<file path="config.mk">
export PLATFORM = sky130hd
export DESIGN_NAME = regdump_sequencer
export DESIGN_NICKNAME = d
export VERILOG_FILES = /design/src/rtl/regdump_pkg.sv /design/src/rtl/regdump_delta_timer.sv /design/src/rtl/regdump_sequencer.sv
export SDC_FILE = /design/constraint.sdc
export NUM_CORES = 1
export LEC_CHECK = 0
export CAP_MARGIN = 40
export CORE_UTILIZATION = 43
export CTS_CLUSTER_DIAMETER = 40
export DETAILED_ROUTE_END_ITERATION = 8
export PLACE_DENSITY = 0.65
export SLEW_MARGIN = 0
export SYNTH_ARGS = -nofsm -noshare
export SYNTH_HDL_FRONTEND = slang
export SYNTH_SLANG_ARGS = --single-unit
</file>
<file path="constraint.sdc">
create_clock -name PHI0 -period 7.8 [get_ports PHI0]
set_input_delay 1.17 -clock PHI0 [delete_from_list [all_inputs] [get_ports PHI0]]
set_output_delay 1.17 -clock PHI0 [all_outputs]
set_load 0.005 [all_outputs]
</file>
<file path="src/rtl/regdump_pkg.sv">
// Shared types and constants for the register-dump playback sequencer:
// FSM state encoding, dump-word field positions and delta timing limits.
package regdump_pkg;

    typedef enum logic [2:0] {
        ST_IDLE,
        ST_FETCH0,
        ST_FETCH1,
        ST_WAIT,
        ST_ISSUE,
        ST_DONE
    } state_t;

    localparam logic [31:0] END_MARKER = 32'hFFFF_FFFF;
    localparam logic [31:0] MIN_DELTA  = 32'd4;

    // W0 is only known one cycle after the reference cycle, so the timer is
    // primed here and topped up with (delta - MIN_DELTA) once W0 arrives.
    localparam logic [31:0] TIMER_PRIME = MIN_DELTA - 32'd2;

    localparam int W1_IDX_LSB = 0;
    localparam int W1_RD_BIT  = 7;
    localparam int W1_VAL_LSB = 8;
    localparam int W1_VAL_W   = 8;
    localparam int W1_CHK_BIT = 16;

    function automatic logic [31:0] clamp_delta(input logic [31:0] delta);
        return (delta < MIN_DELTA) ? MIN_DELTA : delta;
    endfunction

endpackage

</file>
<file path="src/rtl/regdump_delta_timer.sv">
// 32-bit down counter for inter-op spacing: load has priority, otherwise it
// decrements when enabled and sticks at zero.
module regdump_delta_timer (
    input  logic        clk,
    input  logic        srst,
    input  logic        load_i,
    input  logic [31:0] load_val_i,
    input  logic        dec_i,
    output logic [31:0] count_o,
    output logic        zero_o
);
    logic [31:0] count_q;
    logic [31:0] count_d;

    always_comb begin
        count_d = count_q;
        if (load_i) begin
            count_d = load_val_i;
        end else if (dec_i && (count_q != 32'd0)) begin
            count_d = count_q - 32'd1;
        end
    end

    always_ff @(posedge clk) begin
        if (srst) begin
            count_q <= 32'd0;
        end else begin
            count_q <= count_d;
        end
    end

    assign count_o = count_q;
    assign zero_o  = (count_q == 32'd0);
endmodule

</file>
<file path="src/rtl/regdump_sequencer.sv">
// Replays a captured register dump onto the target bus: each two-word entry
// holds a PHI0 delay and one read or write op, with optional read checking.
module regdump_sequencer
    import regdump_pkg::*;
#(
    parameter int          MEM_AW    = 15,
    parameter logic [15:0] BASE_ADDR = 16'h4000,
    parameter int          IDX_W     = 5
) (
    input  logic              PHI0,
    input  logic              RES,
    input  logic              start,
    input  logic              loop_en,
    input  logic              RDY,
    output logic [MEM_AW-1:0] mem_addr,
    input  logic [31:0]       mem_data,
    output logic [15:0]       A,
    output logic              RnW,
    output logic [7:0]        D_out,
    output logic              D_oe,
    input  logic [7:0]        D_in,
    output logic              busy,
    output logic              done,
    output logic              rd_valid,
    output logic [7:0]        rd_data,
    output logic [15:0]       mismatch_cnt
);
    state_t            state_q, state_d;
    logic [MEM_AW-1:0] ptr_q, ptr_d;
    logic [IDX_W-1:0]  idx_q, idx_d;
    logic              rd_q, rd_d;
    logic              chk_q, chk_d;
    logic [7:0]        val_q, val_d;
    logic              rd_valid_q, rd_valid_d;
    logic [7:0]        rd_data_q, rd_data_d;
    logic [15:0]       mis_q, mis_d;

    logic              tmr_load;
    logic [31:0]       tmr_val;
    logic              tmr_dec;
    logic [31:0]       tmr_count;
    logic              tmr_zero;
    logic [31:0]       tmr_after_dec;

    logic [MEM_AW:0]   next_ptr_w;
    logic              ptr_wrap;
    logic              issue;
    logic [15:0]       idx_ext;

    regdump_delta_timer u_timer (
        .clk        (PHI0),
        .srst       (RES),
        .load_i     (tmr_load),
        .load_val_i (tmr_val),
        .dec_i      (tmr_dec),
        .count_o    (tmr_count),
        .zero_o     (tmr_zero)
    );

    assign next_ptr_w    = {1'b0, ptr_q} + (MEM_AW+1)'(2);
    assign ptr_wrap      = next_ptr_w[MEM_AW];
    assign tmr_after_dec = (RDY && !tmr_zero) ? (tmr_count - 32'd1) : tmr_count;
    assign issue         = (state_q == ST_ISSUE);

    always_comb begin
        state_d   = state_q;
        ptr_d     = ptr_q;
        idx_d     = idx_q;
        rd_d      = rd_q;
        chk_d     = chk_q;
        val_d     = val_q;
        tmr_load  = 1'b0;
        tmr_val   = TIMER_PRIME;
        tmr_dec   = 1'b0;
        mem_addr  = '0;
        mis_d     = mis_q;

        // mem_addr names the word needed in the following cycle.
        case (state_q)
            ST_IDLE, ST_DONE: begin
                if (start) begin
                    state_d  = ST_FETCH0;
                    ptr_d    = '0;
                    tmr_load = 1'b1;
                    mis_d    = '0;
                end
            end
            ST_FETCH0: begin
                tmr_dec = RDY;
                if (mem_data == END_MARKER) begin
                    ptr_d = '0;
                    if (!loop_en) begin
                        state_d = ST_DONE;
                    end
                end else begin
                    mem_addr = ptr_q + MEM_AW'(1);
                    state_d  = ST_FETCH1;
                    tmr_load = 1'b1;
                    tmr_val  = tmr_after_dec + (clamp_delta(mem_data) - MIN_DELTA);
                end
            end
            ST_FETCH1: begin
                tmr_dec  = RDY;
                mem_addr = next_ptr_w[MEM_AW-1:0];
                idx_d    = mem_data[W1_IDX_LSB +: IDX_W];
                rd_d     = mem_data[W1_RD_BIT];
                chk_d    = mem_data[W1_CHK_BIT];
                val_d    = mem_data[W1_VAL_LSB +: W1_VAL_W];
                state_d  = ST_WAIT;
            end
            ST_WAIT: begin
                tmr_dec  = RDY;
                mem_addr = next_ptr_w[MEM_AW-1:0];
                if (tmr_zero && RDY) begin
                    state_d = ST_ISSUE;
                end
            end
            ST_ISSUE: begin
                mem_addr = next_ptr_w[MEM_AW-1:0];
                tmr_load = 1'b1;
                if (rd_q && chk_q && (D_in != val_q) && (mis_q != 16'hFFFF)) begin
                    mis_d = mis_q + 16'd1;
                end
                // Running off the end of memory behaves like an end marker.
                if (ptr_wrap) begin
                    ptr_d   = '0;
                    state_d = loop_en ? ST_FETCH0 : ST_DONE;
                end else begin
                    ptr_d   = next_ptr_w[MEM_AW-1:0];
                    state_d = ST_FETCH0;
                end
            end
            default: begin
                state_d = ST_IDLE;
            end
        endcase
    end

    assign rd_valid_d = issue && rd_q;
    assign rd_data_d  = (issue && rd_q) ? D_in : rd_data_q;

    always_ff @(posedge PHI0) begin
        if (RES) begin
            state_q    <= ST_IDLE;
            ptr_q      <= '0;
            idx_q      <= '0;
            rd_q       <= 1'b0;
            chk_q      <= 1'b0;
            val_q      <= 8'h00;
            rd_valid_q <= 1'b0;
            rd_data_q  <= 8'h00;
            mis_q      <= 16'h0000;
        end else begin
            state_q    <= state_d;
            ptr_q      <= ptr_d;
            idx_q      <= idx_d;
            rd_q       <= rd_d;
            chk_q      <= chk_d;
            val_q      <= val_d;
            rd_valid_q <= rd_valid_d;
            rd_data_q  <= rd_data_d;
            mis_q      <= mis_d;
        end
    end

    always_comb begin
        idx_ext             = 16'h0000;
        idx_ext[IDX_W-1:0]  = idx_q;
    end

    assign A            = issue ? (BASE_ADDR | idx_ext) : 16'h0000;
    assign RnW          = issue ? rd_q : 1'b1;
    assign D_oe         = issue && !rd_q;
    assign D_out        = issue ? val_q : 8'h00;
    assign busy         = (state_q == ST_FETCH0) || (state_q == ST_FETCH1) ||
                          (state_q == ST_WAIT)   || (state_q == ST_ISSUE);
    assign done         = (state_q == ST_DONE);
    assign rd_valid     = rd_valid_q;
    assign rd_data      = rd_data_q;
    assign mismatch_cnt = mis_q;
endmodule

</file>
After elaboration in Yosys (flattened, before gate mapping)
Cells that the tools add are included.
Cells by class
  multiplexer cells: 29
  $lt $le $gt $ge: 1
  $add $sub $neg: 6
  reduce and logical (&&, ||, !) cells: 25
  equality and inequality tests: 13
Operator list (count)
  $mux W32: 6
  $mux W15: 5
  $pmux W15 S3: 1
  $add A32 B32 Y32: 1
  $eq A32 B32 Y1 const B: 1
  $logic_not A32 Y1: 1
  $lt A32 B3 Y1 const B: 1
  $mux W16: 2
  $pmux W16 S2: 1
  $reduce_bool A32 Y1: 1
  $sub A32 B1 Y32 const B: 1
  $sub A32 B3 Y32 const B: 1
  $pmux W15 S2: 1
  $mux W3: 6
  $add A15 B2 Y16 const B: 1
  $add A16 B1 Y16 const B: 1
  $ne A16 B16 Y1 const B: 1
  $add A15 B1 Y15 const B: 1
  $pmux W3 S5: 1
  $reduce_and A3 Y1: 3
  $logic_and A1 B1 Y1: 8
  $mux W8: 1
  $ne A8 B8 Y1: 1
  $eq A3 B2 Y1 const B: 2
  other kinds (14): 25
Storage, ports and cells
  input port bits: 45
  logic and storage cells: 84
  output and inout port bits: 68
  register bits: 90

Longest topological paths before layout
Gate-level depths: netlist of the first run.
  depth after elaboration: 8
  depth in mapped cells: 20
  gate-level depth less buffers: 19

By module
Synthesis of the first run repeated with hierarchy kept, for this count alone.
Second synthesis, totals
  cell total of the unflattened synthesis: 1158
  area, all modules: 8324.2 um2
Modules (own cells, without submodules)
  regdump_sequencer: instances 1, area each 6331.1 um2, seq. area each 1141.1 um2, cells an instance 925
  regdump_delta_timer: instances 1, area each 1993.2 um2, seq. area each 640.6 um2, cells an instance 233

Worst setup path before layout of the first run
Ideal clock, no wire load.
  kind: reg-to-reg
  start point: register u_timer.count_q[8] (netlist: u_timer.count_o[8])
  end point: register u_timer.count_q[27] (netlist: u_timer.count_o[27])
  slack: 2.745 ns
  stages on the path, launching flop included: 20
  buffers on the path: 3
  data arrival time: 4.928 ns
  clock period less this slack: 5.055 ns
  library setup time: 0.127 ns
  data required time: 7.673 ns
  path through: dfxtp_1 buf_2 or4_1 or3_1 o41ai_4 clkbuf_1 nor2_1 xnor2_1 ha_1 inv_1 ha_1 clkbuf_1 a21oi_1 o21ai_0 a221o_1 or3_1 o21a_1 a41oi_1 nor4_1 or3_1
Between the ends
  word-level cells in the longest chain between the ends: 8
  elaborated cells on any way between the ends: 13
  those cells by class: 2 x add/sub; 5 x mux; 6 x reduce/logical
RTL lines
  start, declared: RTL line regdump_delta_timer.sv:12  | logic [31:0] count_q;
  start signal, assigned: RTL line regdump_delta_timer.sv:28  | count_q <= count_d;
  parallel branches: the longest is 8 deep, another holds $sub A32 B1 Y32
Parallel ways; which one is timed is not known. The select of a mux whose other input is x is not followed.
A chain may end at the register's enable or synchronous reset.

Final worst setup path of the first run
  start point: register u_timer.count_q[8] (netlist: u_timer.count_o[8])
  end point: register u_timer.count_q[21] (netlist: u_timer.count_o[21])
The elaborated chain is that of the path after synthesis.

==> impl_metrics.csv, run 1 <==
group,metric,value,unit
clocking,root_buffer,"clkbuf_16",
setup_path,critical_path.max_fanout,10,
global_routing,grt_pass1_wl,37.8,mm
run,maxCapViolCount,0,
die,core_area,18000,µm²
setup_path,reg2reg_slack,1.97,ns
worst_hold_path,hp-start,"idx_q[1]",
sta,finClkSkew,0.00885,ns
clocking,h-tree-depth,3,
drt,drt_iter0_drc,748,
drt,via_per_inst,5.75,
sta,setup_tns,0,ns
setup_path,worstSetupStartpoint,"u_timer.count_o[8]",
sta,setup_slack,1.97,ns
final_layout,fillers,1809,
sta,worstMarginPinSlew,0.876,ns
placement,place.gp.congestion,0.875,
worst_hold_path,hp-class,"reg2reg",
die,dieHeight,138,µm
synth,synth_area,7940,µm²
die,ios,113,
drt,dr.pass1.iters,5,
global_routing,grt_antenna_before_repair,2,
setup_path,critPathLaunchType,"flop",
sta,fin_crit_sh,74.8,%
die,rows,49,
final_layout,fin_nets,1306,
die,start_util,44.1,%
global_routing,grt_max_degree,69,
synth,synth_seq_cells,89,
setup_path,worstSetupPathType,"reg2reg",
drt,post-route-drc-count,0,
clocking,cts_tree,"built",
sta,period_needed,5.83,ns
die,die_w,138,µm
sta,hold_violations,0,
setup_path,crit_end,"u_timer.count_o[21]",
drt,final_antenna_net_count,0,
placement,dp_slack,1.92,ns
final_layout,area_delta_synth_final,18.7,%
global_routing,grt_overflow_total,0,
synth,yosysMostFrequentCell,"nor2_1",
clocking,cts_sinks,89,
clocking,clock_latency,0.35,ns
synth,synth_area_leaders,"dfxtp_1 22%, ha_1 10%, nor2_1 5.7%",
clocking,cts-buffers-inserted,9,
clocking,clk_pin_slew,0.07,ns
drt,drt_wl_total,23.9,mm
die,die-area,19000,µm²
final_layout,drive_gt1_share,4.00,%
clocking,cts_hold_buf,0,
sta,grt_setup_unrepaired,"false",
sta,setup_viol,0,
setup_path,crit_required,8.00,ns
setup_path,r2r-end,"u_timer.count_o[21]",
setup_path,rr_startpoint,"u_timer.count_o[8]",
drt,num_vias,8219,
drt,wl_per_cell,16.7,µm
clocking,cts_buffer_depth,2,
setup_path,rr_worst_depth,17,
synth,synth_commonest_cells,"121 x nor2_1, 112 x nand2_1, 104 x inv_1",
sta,worst_hold_slack,0.454,ns
synth,yosysTopAreaCell,"dfxtp_1",
placement,dpl.hpwl,17.9,mm
synth,yosysSeqAreaShare,22.4,%
sta,fmax,0.171,GHz
synth,netlist-cell-type-count,67,
clocking,post_cts_buffers,0,
global_routing,grtUsageTotal,25.3,%
sta,slew_headroom,41.1,%
clocking,cts_resized,0,
synth,ys_dominant_reg_cell,"dfxtp_1",
synth,synth_area_per_cell,7.10,µm²
setup_path,arrival,6.03,ns
synth,synth_edf_count,0,
placement,io_buffers,102,
synth,yosysWarnings,0,
synth,synth_cells,1118,
synth,async_flop_share,0,%
global_routing,grt_pass1_vias,7426,
run_status,outcome,"complete, no violations",
sta,slew_viol_final,0,
setup_path,cp-end-kind,"flop",
synth,netlist.area_leader.share,22.4,%
## cell usage in the layout, fill, tap and decap left out, types with 6 or more instances in the layout
cell             instances
ha_1                    65
o31ai_1                  8
a21o_1                  22
conb_1                  10
nand2b_1                14
a21oi_1                 85
inv_1                  104
o21ai_0                 47
nand2_1                112
xnor2_1                 51
a211oi_1                10
buf_4                   12
o21a_1                   8
clkdlybuf4s50_1        101
dfxtp_1                 89
nor2_1                 121
nand4_1                 26
nand3_1                 27
or3_1                   23
xor2_1                  31
o22ai_1                 10
nor2b_1                  6
a31oi_1                 21
nor3_1                  38
nor4_1                  18
and3_1                  31
clkbuf_16                9
## registers in the layout, indices dropped and copies added (netlist names), 3 cells and up
signal / flops
rd_data: 8
val_q: 8
u_timer.count_o: 32
idx_q: 5
state_q: 3
mismatch_cnt: 16
ptr_q: 14
## final cells by class
cell class	instances	area [µm²]	area share (%)
Multi-Input combinational cell	872	5520	58.6
Antenna cell	1	2.50	0.0265
Inverter	104	390	4.14
Sequential cell	89	1780	18.9
Clock buffer	10	239	2.53
Timing Repair Buffer	119	1160	12.3
Tap cell	229	287	3.04
Clock inverter	6	50.0	0.531
## logic make-up after synthesis
logic type	Yosys count	synth area share, %
mux	2	0.252
buf+inv	166	8.56
xor+xnor	82	9.04
compound gates	268	21.8
fa+ha+maj	66	10.5
simple gates	444	27.4
flops	89	22.4
other cells	1	0.0472
## per-layer routing
layer	share of wire, %	track usage, %	up-vias
li1	-	-	4087
met1	46	34.8	3786
met2	44	39.6	299
met3	7.2	4.57	45
met4	2.6	8.33	2
met5	0.054	0	-
## how the worst min path moves through the flow
stage | to | slack, ns | cells past startpoint
2_1_floorplan | idx_q[0] | 0.43 | 2
3_3_place_gp | idx_q[2] | 0.44 | 2
5_1_grt | rd_data[0] | 0.48 | 2
6_report | idx_q[1] | 0.45 | 2
4_1_cts | idx_q[1] | 0.46 | 2
3_5_place_dp | idx_q[4] | 0.45 | 2
## stage by stage
step / utilization (%) / cells / area (µm²)
6_report: 52.3 / 1430 / 9430
4_1_cts: 52.3 / 1429 / 9430
3_3_place_gp: 50.4 / 1407 / 9080
5_1_grt: 52.3 / 1430 / 9430
2_1_floorplan: - / 1127 / 7980
3_5_place_dp: 50.7 / 1413 / 9140
## worst max-delay path: stages (launching register included)
cell	delay [ns]
dfxtp_1	0.38
or4_1	0.68
or3_1	0.48
o41ai_4	0.69
buf_4	0.31
nor2_1	0.08
xnor2_1	0.14
ha_1	0.29
inv_1	0.04
ha_1	0.34
a211oi_1	0.11
o21ai_0	0.29
o211ai_1	0.24
a2111oi_0	0.79
o21ai_0	0.31
a31o_2	0.30
a21oi_1	0.14
nor3_1	0.07
Power of run 1 is not shown: default switching activity piles up to over one toggle a cycle in this logic, so the estimate is an artifact.
==> inputs of run 2 (changes only) <==
Clock period 7.8 ns to 5.9 ns, I/O delays scaled along.
==> impl_metrics.csv, run 2 (synthesized netlist as in run 1, its figures left out) <==
group,metric,value,unit
run_status,outcome,"complete, no violations",
die,dieHeight,138,µm
global_routing,grtUsageTotal,25.5,%
clocking,cts-buffers-inserted,9,
setup_path,rr_startpoint,"u_timer.count_o[8]",
sta,setup_tns,0,ns
worst_hold_path,hp-class,"reg2reg",
clocking,cts_hold_buf,0,
setup_path,r2r-end,"u_timer.count_o[27]",
die,ios,113,
global_routing,grt_max_degree,69,
clocking,clk_pin_slew,0.07,ns
die,die_w,138,µm
clocking,h-tree-depth,3,
die,start_util,44.1,%
sta,grt_setup_unrepaired,"false",
final_layout,stdcell_area,9480,µm²
final_layout,multi_input_area,5520,µm²
placement,placed_area,9200,µm²
setup_path,reg2reg_slack,0.50,ns
setup_path,worstSetupPathType,"reg2reg",
setup_path,cp-end-kind,"flop",
drt,drt_iter0_drc,575,
drt,num_vias,8334,
clocking,cts_resized,0,
drt,dr.pass1.iters,5,
sta,period_needed,5.40,ns
global_routing,grt_pass1_wl,38.3,mm
worst_hold_path,hp-start,"rd_data[7]",
die,rows,49,
sta,slew_headroom,39.5,%
clocking,clock_latency,0.35,ns
clocking,cts_tree,"built",
sta,worst_hold_slack,0.453,ns
setup_path,critical_path.max_fanout,8,
drt,final_antenna_net_count,0,
worst_hold_path,hold_depth,2,
run,maxCapViolCount,0,
sta,slew_viol_final,0,
global_routing,grt_antenna_before_repair,1,
final_layout,final_common_cell,"nor2_1",
sta,fmax,0.185,GHz
setup_path,rr_worst_depth,17,
placement,place_inst,1423,
placement,dpl.hpwl,18.0,mm
final_layout,seqCellArea,1780,µm²
global_routing,grt_overflow_total,0,
die,die-area,19000,µm²
drt,wl_per_cell,16.6,µm
final_layout,layout_common_cells,"121 x nor2_1, 112 x nand2_1, 104 x inv_1",
sta,setup_viol,0,
final_layout,fin_nets,1316,
sta,worstMarginPinSlew,0.899,ns
setup_path,arrival,5.63,ns
final_layout,fillers,1839,
final_layout,final_cells,1440,
clocking,root_buffer,"clkbuf_16",
drt,via_per_inst,5.79,
worst_hold_path,min_to,"rd_data[7]",
drt,drt_wl_total,24.0,mm
final_layout,drive_gt1_share,4.79,%
sta,finClkSkew,0.0102,ns
final_layout,largest_reg_flops,32,
clocking,cts_buffer_depth,2,
die,core_area,18000,µm²
global_routing,grt_pass1_vias,7455,
clocking,post_cts_buffers,0,
final_layout,area_delta_synth_final,19.3,%
sta,fin_crit_sh,91.5,%
drt,post-route-drc-count,0,
placement,io_buffers,102,
setup_path,critPathLaunchType,"flop",
placement,place.gp.congestion,0.931,
clocking,cts_sinks,89,
sta,hold_violations,0,
setup_path,crit_required,6.13,ns
[run 2: cell count changes in the layout (fill, tap and decap cells not counted), sizes merged]
cell / delta
clkdlybuf4s18: -1
inv: +1
buf: +11
clkinv: -1
[run 2: worst max-delay path by stage]
stage / from / end / slack (ns) / cells past startpoint
2_1_floorplan: u_timer.count_o[8] / u_timer.count_o[27] / 0.84 / 19
3_3_place_gp: mem_data[3] / u_timer.count_o[27] / 0.18 / 17
3_5_place_dp: mem_data[3] / u_timer.count_o[27] / 0.18 / 17
4_1_cts: u_timer.count_o[8] / u_timer.count_o[27] / 0.48 / 17
5_1_grt: u_timer.count_o[8] / u_timer.count_o[27] / 0.23 / 18
6_report: u_timer.count_o[8] / u_timer.count_o[27] / 0.50 / 17
[run 2: critical path, cell delays in order (launching register included)]
cell	delay (ns)
dfxtp_1	0.37
or4_1	0.69
or3_1	0.44
o41a_1	0.54
buf_4	0.23
xnor2_1	0.13
ha_1	0.20
ha_1	0.23
fa_1	0.44
a211oi_1	0.35
o21ai_0	0.15
o211ai_1	0.20
a2111oi_0	0.20
buf_4	0.18
o21a_1	0.20
a41oi_1	0.27
nor4_1	0.08
or3_1	0.37
[run 2: layout make-up]
cell class              instances  share of cell area, %
inverters                     104                   4.12
diodes                          1                 0.0264
clock inverters                 6                  0.528
well taps                     229                   3.02
multi-input cells             872                   58.3
flip-flops and latches         89                   18.8
repair buffers                129                   12.8
clock buffers                  10                   2.42
[run 2: layer usage]
metal	global-route usage, %	vias to the layer above	share of wire [%]
met5	0	-	0
met4	6.22	0	1.1
met3	3.91	25	5.9
met2	41.3	271	46
met1	35.3	3934	47
li1	-	4104	-
[run 2: stage by stage]
stage | utilization (%) | setup WS, ns
2_1_floorplan | - | 0.845
3_3_place_gp | 50.9 | 0.181
3_5_place_dp | 51.0 | 0.176
4_1_cts | 52.6 | 0.483
5_1_grt | 52.6 | 0.230
6_report | 52.6 | 0.504
Power of run 2 is left out for the same reason.
==> inputs of run 3 (changes only) <==
Settings changed: CORE_UTILIZATION 43 to 56, PLACE_DENSITY 0.65 to 0.82.
==> impl_metrics.csv, run 3 (synthesized netlist as in run 1, its figures left out) <==
group,metric,value,unit
run_status,outcome,"complete, no violations",
clocking,cts_tree,"built",
sta,slew_headroom,39.2,%
global_routing,grt_max_degree,66,
die,start_util,57.2,%
setup_path,worstSetupPathType,"reg2reg",
global_routing,grtUsageTotal,31.3,%
drt,drt_wl_total,23.0,mm
worst_hold_path,hp-class,"reg2reg",
placement,place.gp.congestion,0.951,
setup_path,crit_path_max_incr_delay,0.85,ns
setup_path,critical_path.max_fanout,9,
final_layout,fillers,1227,
setup_path,arrival,5.72,ns
clocking,clock_latency,0.36,ns
global_routing,grt_pass1_vias,7657,
clocking,clk_pin_slew,0.07,ns
placement,placed_area,9140,µm²
final_layout,multi_input_area,5520,µm²
final_layout,postLayoutCoreUtil,67.8,%
drt,dr.pass1.iters,5,
die,rows,43,
final_layout,insertedDiodeCount,0,
clocking,root_buffer,"clkbuf_16",
global_routing,grt_antenna_before_repair,0,
sta,setup_viol,0,
drt,wl_per_cell,16.6,µm
sta,hold_violations,0,
die,dieHeight,121,µm
run,maxCapViolCount,0,
clocking,cts_sinks,89,
setup_path,rr_startpoint,"u_timer.count_o[8]",
setup_path,path_cells,"or4_1 > or3_1 > o41ai_4 > buf_4 > nor2_1 > xnor2_1 > ha_1 > inv_1 > ha_1 > o21ai_0 > o21ai_0 > o211ai_1 > a2111oi_0 > o21a_1 > a41oi_1 > and3_1 > or3_1",
clocking,h-tree-depth,3,
sta,setup_tns,0,ns
final_layout,drive_gt1_share,4.64,%
setup_path,critPathLaunchType,"flop",
placement,dp_slack,0.367,ns
sta,fin_crit_sh,92.8,%
final_layout,area_delta_synth_final,18.6,%
drt,num_vias,8375,
sta,period_needed,5.48,ns
clocking,cts-buffers-inserted,9,
clocking,post_cts_buffers,0,
placement,dpl.hpwl,17.3,mm
sta,finClkSkew,0.00509,ns
drt,via_per_inst,6.03,
final_layout,fin_nets,1314,
die,die_w,121,µm
setup_path,worstSetupStartpoint,"u_timer.count_o[8]",
sta,worstMarginPinSlew,0.902,ns
die,ios,113,
sta,fmax,0.183,GHz
sta,setup_slack,0.424,ns
drt,post-route-drc-count,0,
die,die-area,14700,µm²
die,core_area,13900,µm²
global_routing,grt_pass1_wl,36.9,mm
setup_path,crit_required,6.14,ns
setup_path,crit_slowest_cell,"a2111oi_0",
final_layout,stdcell_area,9420,µm²
final_layout,largest_reg_flops,32,
setup_path,cp-end-kind,"flop",
worst_hold_path,hp-start,"idx_q[0]",
clocking,cts_buffer_depth,2,
clocking,cts_resized,0,
sta,grt_setup_unrepaired,"false",
drt,drt_iter0_drc,692,
final_layout,final_common_cell,"nor2_1",
global_routing,grt_overflow_total,0,
placement,io_buffers,102,
final_layout,seqCellArea,1780,µm²
drt,final_antenna_net_count,0,
sta,slew_viol_final,0,
final_layout,layout_common_cells,"121 x nor2_1, 112 x nand2_1, 104 x inv_1",
clocking,cts_hold_buf,0,
-- run 3: cell types whose count changed in the layout (fill, tap and decap cells not counted), sizes merged --
cell	delta
buf	-2
clkinv	+2
clkinvlp	-1
diode	-1
inv	-1
-- run 3: final timing paths --
path,endpoint,slack [ns],depth (start not counted)
worst min-delay path,idx_q[0],0.45,2
worst min register to register,idx_q[0],0.45,2
worst max-delay path,u_timer.count_o[27],0.42,17
worst max register to register,u_timer.count_o[27],0.42,17
-- run 3: layout make-up --
class | count | area share, %
flip-flops and latches | 89 | 18.9
inverters | 104 | 4.15
clock inverters | 6 | 0.545
clock buffers | 10 | 2.43
multi-input cells | 872 | 58.6
repair buffers | 127 | 12.9
well taps | 180 | 2.39
-- run 3: per-stage QoR --
stage / hold slack (ns) / instances
floorplan: 0.432 / 1127
global placement: 0.440 / 1369
detailed placement: 0.443 / 1372
CTS: 0.452 / 1388
global route: 0.465 / 1388
finish: 0.451 / 1388
-- run 3: layer usage --
metal	part of all wire, %	global-route usage (%)	up-vias
met5	0	0	-
met4	2.2	10.3	0
met3	7.4	5.45	53
met2	47	52.4	318
met1	43	40.5	3908
li1	-	-	4096
-- run 3: worst max-delay path, delay by kind of cell (launching register included) --
| kind | cells | cell delay, ns |
|---|---|---|
| xor gates and xnor gates | 1 | 0.13 |
| DFF | 1 | 0.38 |
| adders and majority gates | 2 | 0.64 |
| buffers and inverters | 2 | 0.29 |
| and+or+nand+nor | 5 | 1.74 |
| AOI/OAI and AO/OA | 7 | 2.19 |
Power of run 3 is left out for the same reason.
